--- src/rtl/fetch_pkg.sv ---
`default_nettype none
// ============================================================================
//  Module   : fetch_pkg
//  Brief    : Shared constants and types for the LEGv8 fetch sequencer:
//             NOP encoding, store/CBZ opcodes, XZR index, FSM state type.
//  Revision : 1.0  initial release
// ============================================================================
package fetch_pkg;

    // ADD XZR, XZR, XZR -- architecturally harmless filler word
    localparam logic [31:0] C_NOP      = 32'h8B1F03FF;
    // Instruction [31:21] of STUR
    localparam logic [10:0] C_OPC_STUR = 11'h7C0;
    // Instruction [31:24] of CBZ
    localparam logic [7:0]  C_OPC_CBZ  = 8'hB4;
    // Register index of the zero register; never a real dependency
    localparam logic [4:0]  C_XZR      = 5'd31;

    typedef enum logic [0:0] {
        RUN   = 1'b0,
        STALL = 1'b1
    } fetch_state_e;

endpackage : fetch_pkg
`default_nettype wire

--- src/rtl/fetch_sequencer_hazard_detect.sv ---
`default_nettype none
// ============================================================================
//  Module   : hazard_detect
//  Brief    : Combinational load-use hazard check between the load in ID/EX
//             and the source registers of the instruction held in IF/ID.
//  Revision : 1.0  initial release
// ============================================================================
module hazard_detect
    import fetch_pkg::*;
(
    input  logic        ifid_valid_i,
    input  logic [10:0] ifid_opcode_i,   // instruction [31:21]
    input  logic [4:0]  ifid_rm_i,       // instruction [20:16]
    input  logic [4:0]  ifid_rn_i,       // instruction [9:5]
    input  logic [4:0]  ifid_rt_i,       // instruction [4:0]
    input  logic        idex_memread_i,
    input  logic [4:0]  idex_rd_i,
    output logic        hz_o
);

    logic w_rt_is_src;
    logic w_match;

    // STUR and CBZ read their Rt field, so it becomes a source operand too
    always_comb begin
        w_rt_is_src = (ifid_opcode_i == C_OPC_STUR) ||
                      (ifid_opcode_i[10:3] == C_OPC_CBZ);
        w_match     = (idex_rd_i == ifid_rn_i) ||
                      (idex_rd_i == ifid_rm_i) ||
                      (w_rt_is_src && (idex_rd_i == ifid_rt_i));
        hz_o        = ifid_valid_i && idex_memread_i &&
                      (idex_rd_i != C_XZR) && w_match;
    end

endmodule : hazard_detect
`default_nettype wire

--- src/rtl/fetch_sequencer.sv ---
`default_nettype none
// ============================================================================
//  Module   : fetch_sequencer
//  Brief    : PC owner and IF/ID register for the five-stage LEGv8 pipe.
//             Inserts one bubble on load-use hazards and redirects on taken
//             MEM-stage branches.
//             Option macro FETCH_BRANCH_SQUASH_EN: when defined, Flush follows
//             BranchTaken and each redirect counts 3 squash cycles; otherwise
//             Flush is 0 and only the IF/ID squash counts (1 cycle).
//  Revision : 1.0  initial release
// ============================================================================
module fetch_sequencer
    import fetch_pkg::*;
#(
    parameter logic [63:0] RESET_PC = 64'h0,
    parameter int          CNT_W    = 32
) (
    input  logic             CLK,
    input  logic             Reset,
    output logic [63:0]      Address,
    input  logic [31:0]      Instruction,
    input  logic             IDEX_MemRead,
    input  logic [4:0]       IDEX_Rd,
    input  logic             BranchTaken,
    input  logic [63:0]      BranchTarget,
    output logic [31:0]      IFID_Instruction,
    output logic [63:0]      IFID_PC,
    output logic             IFID_Valid,
    output logic             Bubble,
    output logic             Flush,
    output logic [CNT_W-1:0] FetchCount,
    output logic [CNT_W-1:0] BubbleCount
);

    fetch_state_e     state_q, state_d;
    logic [63:0]      pc_q, pc_d;
    logic [31:0]      ifid_instr_q, ifid_instr_d;
    logic [63:0]      ifid_pc_q, ifid_pc_d;
    logic             ifid_valid_q, ifid_valid_d;
    logic [CNT_W-1:0] fetch_cnt_q, fetch_cnt_d;
    logic [CNT_W-1:0] bubble_cnt_q, bubble_cnt_d;

    logic             w_hz;
    logic             w_advance;
    logic [1:0]       w_bub_inc;
    logic [CNT_W:0]   w_fetch_sum;
    logic [CNT_W+1:0] w_bub_sum;

    hazard_detect u_hazard_detect (
        .ifid_valid_i   (ifid_valid_q),
        .ifid_opcode_i  (ifid_instr_q[31:21]),
        .ifid_rm_i      (ifid_instr_q[20:16]),
        .ifid_rn_i      (ifid_instr_q[9:5]),
        .ifid_rt_i      (ifid_instr_q[4:0]),
        .idex_memread_i (IDEX_MemRead),
        .idex_rd_i      (IDEX_Rd),
        .hz_o           (w_hz)
    );

    // State register
    always_ff @(posedge CLK or posedge Reset) begin
        if (Reset) begin
            state_q <= RUN;
        end else begin
            state_q <= state_d;
        end
    end

    // Next state: redirect cancels any pending stall; STALL always lasts one cycle
    always_comb begin
        state_d = state_q;
        if (BranchTaken) begin
            state_d = RUN;
        end else if ((state_q == RUN) && w_hz) begin
            state_d = STALL;
        end else begin
            state_d = RUN;
        end
    end

    // Outputs: bubble only from RUN, and a redirect suppresses it
    always_comb begin
        Bubble    = (state_q == RUN) && w_hz && !BranchTaken;
        w_advance = !BranchTaken && !Bubble;
`ifdef FETCH_BRANCH_SQUASH_EN
        Flush     = BranchTaken;
        w_bub_inc = BranchTaken ? 2'd3 : {1'b0, Bubble};
`else
        Flush     = 1'b0;
        w_bub_inc = (BranchTaken || Bubble) ? 2'd1 : 2'd0;
`endif
    end

    // Datapath next values: redirect, hold on bubble, or sequential advance
    always_comb begin
        pc_d         = pc_q;
        ifid_instr_d = ifid_instr_q;
        ifid_pc_d    = ifid_pc_q;
        ifid_valid_d = ifid_valid_q;
        if (BranchTaken) begin
            pc_d         = BranchTarget;
            ifid_instr_d = C_NOP;
            ifid_pc_d    = 64'h0;
            ifid_valid_d = 1'b0;
        end else if (w_advance) begin
            pc_d         = pc_q + 64'd4;
            ifid_instr_d = Instruction;
            ifid_pc_d    = pc_q;
            ifid_valid_d = 1'b1;
        end

        // Saturating counters: a carry out of the counter width pins it at all-ones
        w_fetch_sum  = {1'b0, fetch_cnt_q} + {{CNT_W{1'b0}}, w_advance};
        fetch_cnt_d  = w_fetch_sum[CNT_W] ? {CNT_W{1'b1}} : w_fetch_sum[CNT_W-1:0];
        w_bub_sum    = {2'b00, bubble_cnt_q} + {{CNT_W{1'b0}}, w_bub_inc};
        bubble_cnt_d = (|w_bub_sum[CNT_W+1:CNT_W]) ? {CNT_W{1'b1}}
                                                    : w_bub_sum[CNT_W-1:0];
    end

    // PC, IF/ID and performance counter registers
    always_ff @(posedge CLK or posedge Reset) begin
        if (Reset) begin
            pc_q         <= RESET_PC;
            ifid_instr_q <= C_NOP;
            ifid_pc_q    <= 64'h0;
            ifid_valid_q <= 1'b0;
            fetch_cnt_q  <= '0;
            bubble_cnt_q <= '0;
        end else begin
            pc_q         <= pc_d;
            ifid_instr_q <= ifid_instr_d;
            ifid_pc_q    <= ifid_pc_d;
            ifid_valid_q <= ifid_valid_d;
            fetch_cnt_q  <= fetch_cnt_d;
            bubble_cnt_q <= bubble_cnt_d;
        end
    end

    assign Address          = pc_q;
    assign IFID_Instruction = ifid_instr_q;
    assign IFID_PC          = ifid_pc_q;
    assign IFID_Valid       = ifid_valid_q;
    assign FetchCount       = fetch_cnt_q;
    assign BubbleCount      = bubble_cnt_q;

endmodule : fetch_sequencer
`default_nettype wire
--- config.mk ---
export PLATFORM = sky130hd
export DESIGN_NAME = fetch_sequencer
export DESIGN_NICKNAME = d
export VERILOG_FILES = /design/src/rtl/fetch_pkg.sv /design/src/rtl/fetch_sequencer_hazard_detect.sv /design/src/rtl/fetch_sequencer.sv
export SDC_FILE = /design/constraint.sdc
export NUM_CORES = 1
export LEC_CHECK = 0
export BUFFER_PORTS_ARGS = -buffer_cell sky130_fd_sc_hd__buf_4
export CORE_UTILIZATION = 47
export DETAILED_ROUTE_END_ITERATION = 12
export GPL_TIMING_DRIVEN = 0
export PLACE_DENSITY = 0.86
export SYNTH_ARGS = -nofsm -noshare
export SYNTH_HDL_FRONTEND = slang
export SYNTH_SLANG_ARGS = --single-unit
export TNS_END_PERCENT = 30
--- constraint.sdc ---
create_clock -name CLK -period 7.1 [get_ports CLK]
set_input_delay 1.42 -clock CLK [delete_from_list [all_inputs] [get_ports CLK]]
set_output_delay 1.42 -clock CLK [all_outputs]
set_load 0.01 [all_outputs]
==> results.sh <==
export IMPL_cts_setup_buffers=0
export IMPL_ys_seq_area_frac=0.516
export IMPL_slew_violations=0
export IMPL_layout_cells_non_filler=1925
export IMPL_nNetsFinal=1705
export IMPL_ys_seq_elements=226
export IMPL_power_density_mw_per_mm2=230
export IMPL_cts_root_buf="clkbuf_16"
export IMPL_drive_gt1_frac=0.262
export IMPL_cp_start_kind="primary input"
export IMPL_grt_pass1_vias=10900
export IMPL_critical_path_class="in2reg"
export IMPL_routed_wl_um=37600
export IMPL_min_period_over_period=0.769
export IMPL_hold_path_class="reg2reg"
export IMPL_numCtsBuffers=25
export IMPL_first_pass_iters=7
export IMPL_yosys_warnings=0
export IMPL_leakagePower_nw=6.94
export IMPL_finalPower_mw=3.40
export IMPL_rsz0062_at_grt="false"
export IMPL_cp_required_ps=7540
export IMPL_dieWidth_um=155
export IMPL_clock_sinks=226
export IMPL_dieArea_mm2=0.0241
export IMPL_htreeDepth=1
export IMPL_core_area_mm2=0.0228
export IMPL_drt_iter0_drc=945
export IMPL_critPathMaxStageDelay_ps=910
export IMPL_worstMarginPinSlew_ps=1210
export IMPL_final_seq_area_mm2=0.00568
export IMPL_grt_max_degree=43
export IMPL_nFillCells=1830
export IMPL_final_cell_mix="331 x buf_4, 301 x nand2_1, 207 x dfrtp_1, 90 x a21oi_1, 80 x nand3_1"
export IMPL_syn_num_nets=1342
export IMPL_ys_flop_type="dfrtp_1"
export IMPL_drc=0
export IMPL_use_met3=0.0627
export IMPL_async_reset_ff_frac=1.00
export IMPL_grt_most_used_layer="met2"
export IMPL_worst_endpoint_arrival_ps=5900
export IMPL_cts_resized=0
export IMPL_port_buffers=330
export IMPL_syn_area_mm2=0.0110
export IMPL_finalHoldViolCount=0
export IMPL_clock_latency_ps=520
export IMPL_rows=55
export IMPL_clk_path_buf_depth=3
export IMPL_path_clk_slew_ps=60
export IMPL_period_needed_ps=5460
export IMPL_cp_top_family="simple AND/OR/NAND/NOR gates"
export IMPL_post_dp_hpwl_um=27600
export IMPL_status="complete, no violations"
export IMPL_cp_end_kind="register"
export IMPL_die_h_um=155
export IMPL_vias=11200
export IMPL_max_slew_margin=0.185
export IMPL_finalSetupViolCount=0
export IMPL_synth_cell_type_count=58
export IMPL_crit_path_frequent_cell="nand2_1"
export IMPL_syn_area_per_cell_um2=8.94
export IMPL_path_max_fanout=10
export IMPL_grtUsageMet1=0.400
export IMPL_ioPinCount=332
export IMPL_irDropWorstVdd_mv=0.178
export IMPL_utilization=0.649
export IMPL_holdWs_ps=498
export IMPL_grt_pass1_wl_um=58700
export IMPL_antenna_cells=0
export IMPL_place_gp_congestion=0.901
export IMPL_grt_antenna_before_repair=0
export IMPL_hold_buffers=0
export IMPL_final_antenna_net_count=0
export IMPL_cap_viol_max_count=0
export IMPL_setup_tns_ps=0
export IMPL_clock_skew_final_ps=16.4
export IMPL_layout_commonest_cell="buf_4"
export IMPL_start_util=0.484
export IMPL_synth_edf_count=0
export IMPL_dp_cells=1881
export IMPL_crit_slowest_cell="nor4_1"
export IMPL_multi_input_comb_area_mm2=0.00497
export IMPL_grt_ovfl_total=0
export IMPL_max_freq_ghz=0.183
export IMPL_syn2layout_area_growth_pct=34.2
export IMPL_avgViaCountPerCell=5.82
export IMPL_tritoncts="yes"
export IMPL_avgRoutedWirePerCell_um=19.5
export IMPL_grt_usage=0.309
export IMPL_path_cells="buf_4 > xnor2_1 > nand3_1 > o22ai_1 > o21ai_0 > clkbuf_1 > clkbuf_1 > nand2_1 > inv_1 > ha_1 > nand2_1 > nor4_1 > nand2_1 > nor2_1 > nand2_1 > clkbuf_1 > nand2_1"
export IMPL_syn_inst=1232
export IMPL_grt_use_met2=0.497
export IMPL_timing_critical_path_buf_inv=5
## Yosys cell counts (all sizes together) (2+ instances only)
cell type      n  area, um2
a21oi         90        450
or4           34        259
nor4b          2       23.8
nor2          69        259
nor4           8       71.3
nor3          12       60.1
o31ai         21        158
ha             5       62.6
nand4         40        272
and2          10       63.8
xnor2         34        298
xor2          23        201
o211ai        11       82.6
inv           13       48.8
buf            5       45.0
nor2b          2       12.5
dfstp         19        499
nand3b         2       15.0
and3          23        146
mux2           7       78.8
nand2b         3       18.8
dfrtp        207       5180
clkbuf        67        251
or3           26        171
nand2        301       1130
o21a           2       15.0
nand3         80        400
a31o           2       17.5
or2            2       12.5
dlygate4sd3    2       20.0
and4          12        108
o21ai         39        195
a31oi         48        300
## where the power goes
group | total (mW) | switching (mW) | internal (mW)
clock network | 1.25 | 0.523 | 0.725
registers | 1.55 | 0.145 | 1.41
logic | 0.600 | 0.310 | 0.290
total | 3.40 | 0.978 | 2.42
## flip-flops by register name (all words and copies together) (netlist names)
signal / count
IFID_Valid: 1
BubbleCount: 32
FetchCount: 32
IFID_Instruction: 32
state_q: 1
IFID_PC: 64
Address: 64
## routing by layer
metal / part of all wire / up-vias
li1: - / 5078
met3: 0.084 / 108
met5: 0 / -
met1: 0.40 / 5393
met2: 0.47 / 615
met4: 0.045 / 0
## cell type report
| cell class | count | share of cell area |
|---|---|---|
| Buffer | 74 | 0.0214 |
| Clock buffer | 37 | 0.0481 |
| Clock inverter | 7 | 0.00406 |
| Inverter | 13 | 0.00356 |
| Multi-Input combinational cell | 919 | 0.336 |
| Sequential cell | 226 | 0.384 |
| Tap cell | 313 | 0.0265 |
| Timing Repair Buffer | 336 | 0.176 |
## final timing paths
kind                       slack, ps                          endpoint  depth (start not counted)                              from
max reg2reg                     2150           FetchCount[3]$_DFF_PP0_                         16  IFID_Instruction[20]$_DFFE_PP1N_
min                              500  IFID_Instruction[25]$_DFFE_PP1N_                          2  IFID_Instruction[25]$_DFFE_PP1N_
max in group asynchronous       4830           IFID_PC[20]$_DFFE_PP0N_                          5                             Reset
max                             1640           FetchCount[3]$_DFF_PP0_                         17                        IDEX_Rd[4]
min reg2reg                      500  IFID_Instruction[25]$_DFFE_PP1N_                          2  IFID_Instruction[25]$_DFFE_PP1N_
min in group asynchronous       1050            IFID_Valid$_DFFE_PP0N_                          2                             Reset
## through the flow
stage,setup WS [ps],cell area [um2]
after floorplan,2550,11000
after global placement,1320,13900
after detailed placement,1300,14000
after CTS,1700,14800
after global routing,1310,14800
final,1640,14800
## logic make-up (layout without fill, tap and decap cells)
logic type | after synthesis | after routing | share of synthesized area
XOR/XNOR | 57 | 57 | 0.0453
buffers and inverters | 87 | 467 | 0.0332
other | 1 | 1 | 0.000340
flip-flops | 226 | 226 | 0.516
AND/OR/NAND/NOR | 628 | 628 | 0.276
adder cells (fa/ha/maj) | 5 | 5 | 0.00568
AO/OA/AOI/OAI | 220 | 220 | 0.116
multiplexers | 8 | 8 | 0.00807
## worst min-delay path, cell delays in order, from the launching register on
cell and delay, ps:
dfstp_2 380, nand2_1 50, nand3_1 60
Power figures use the tool's default switching activity.
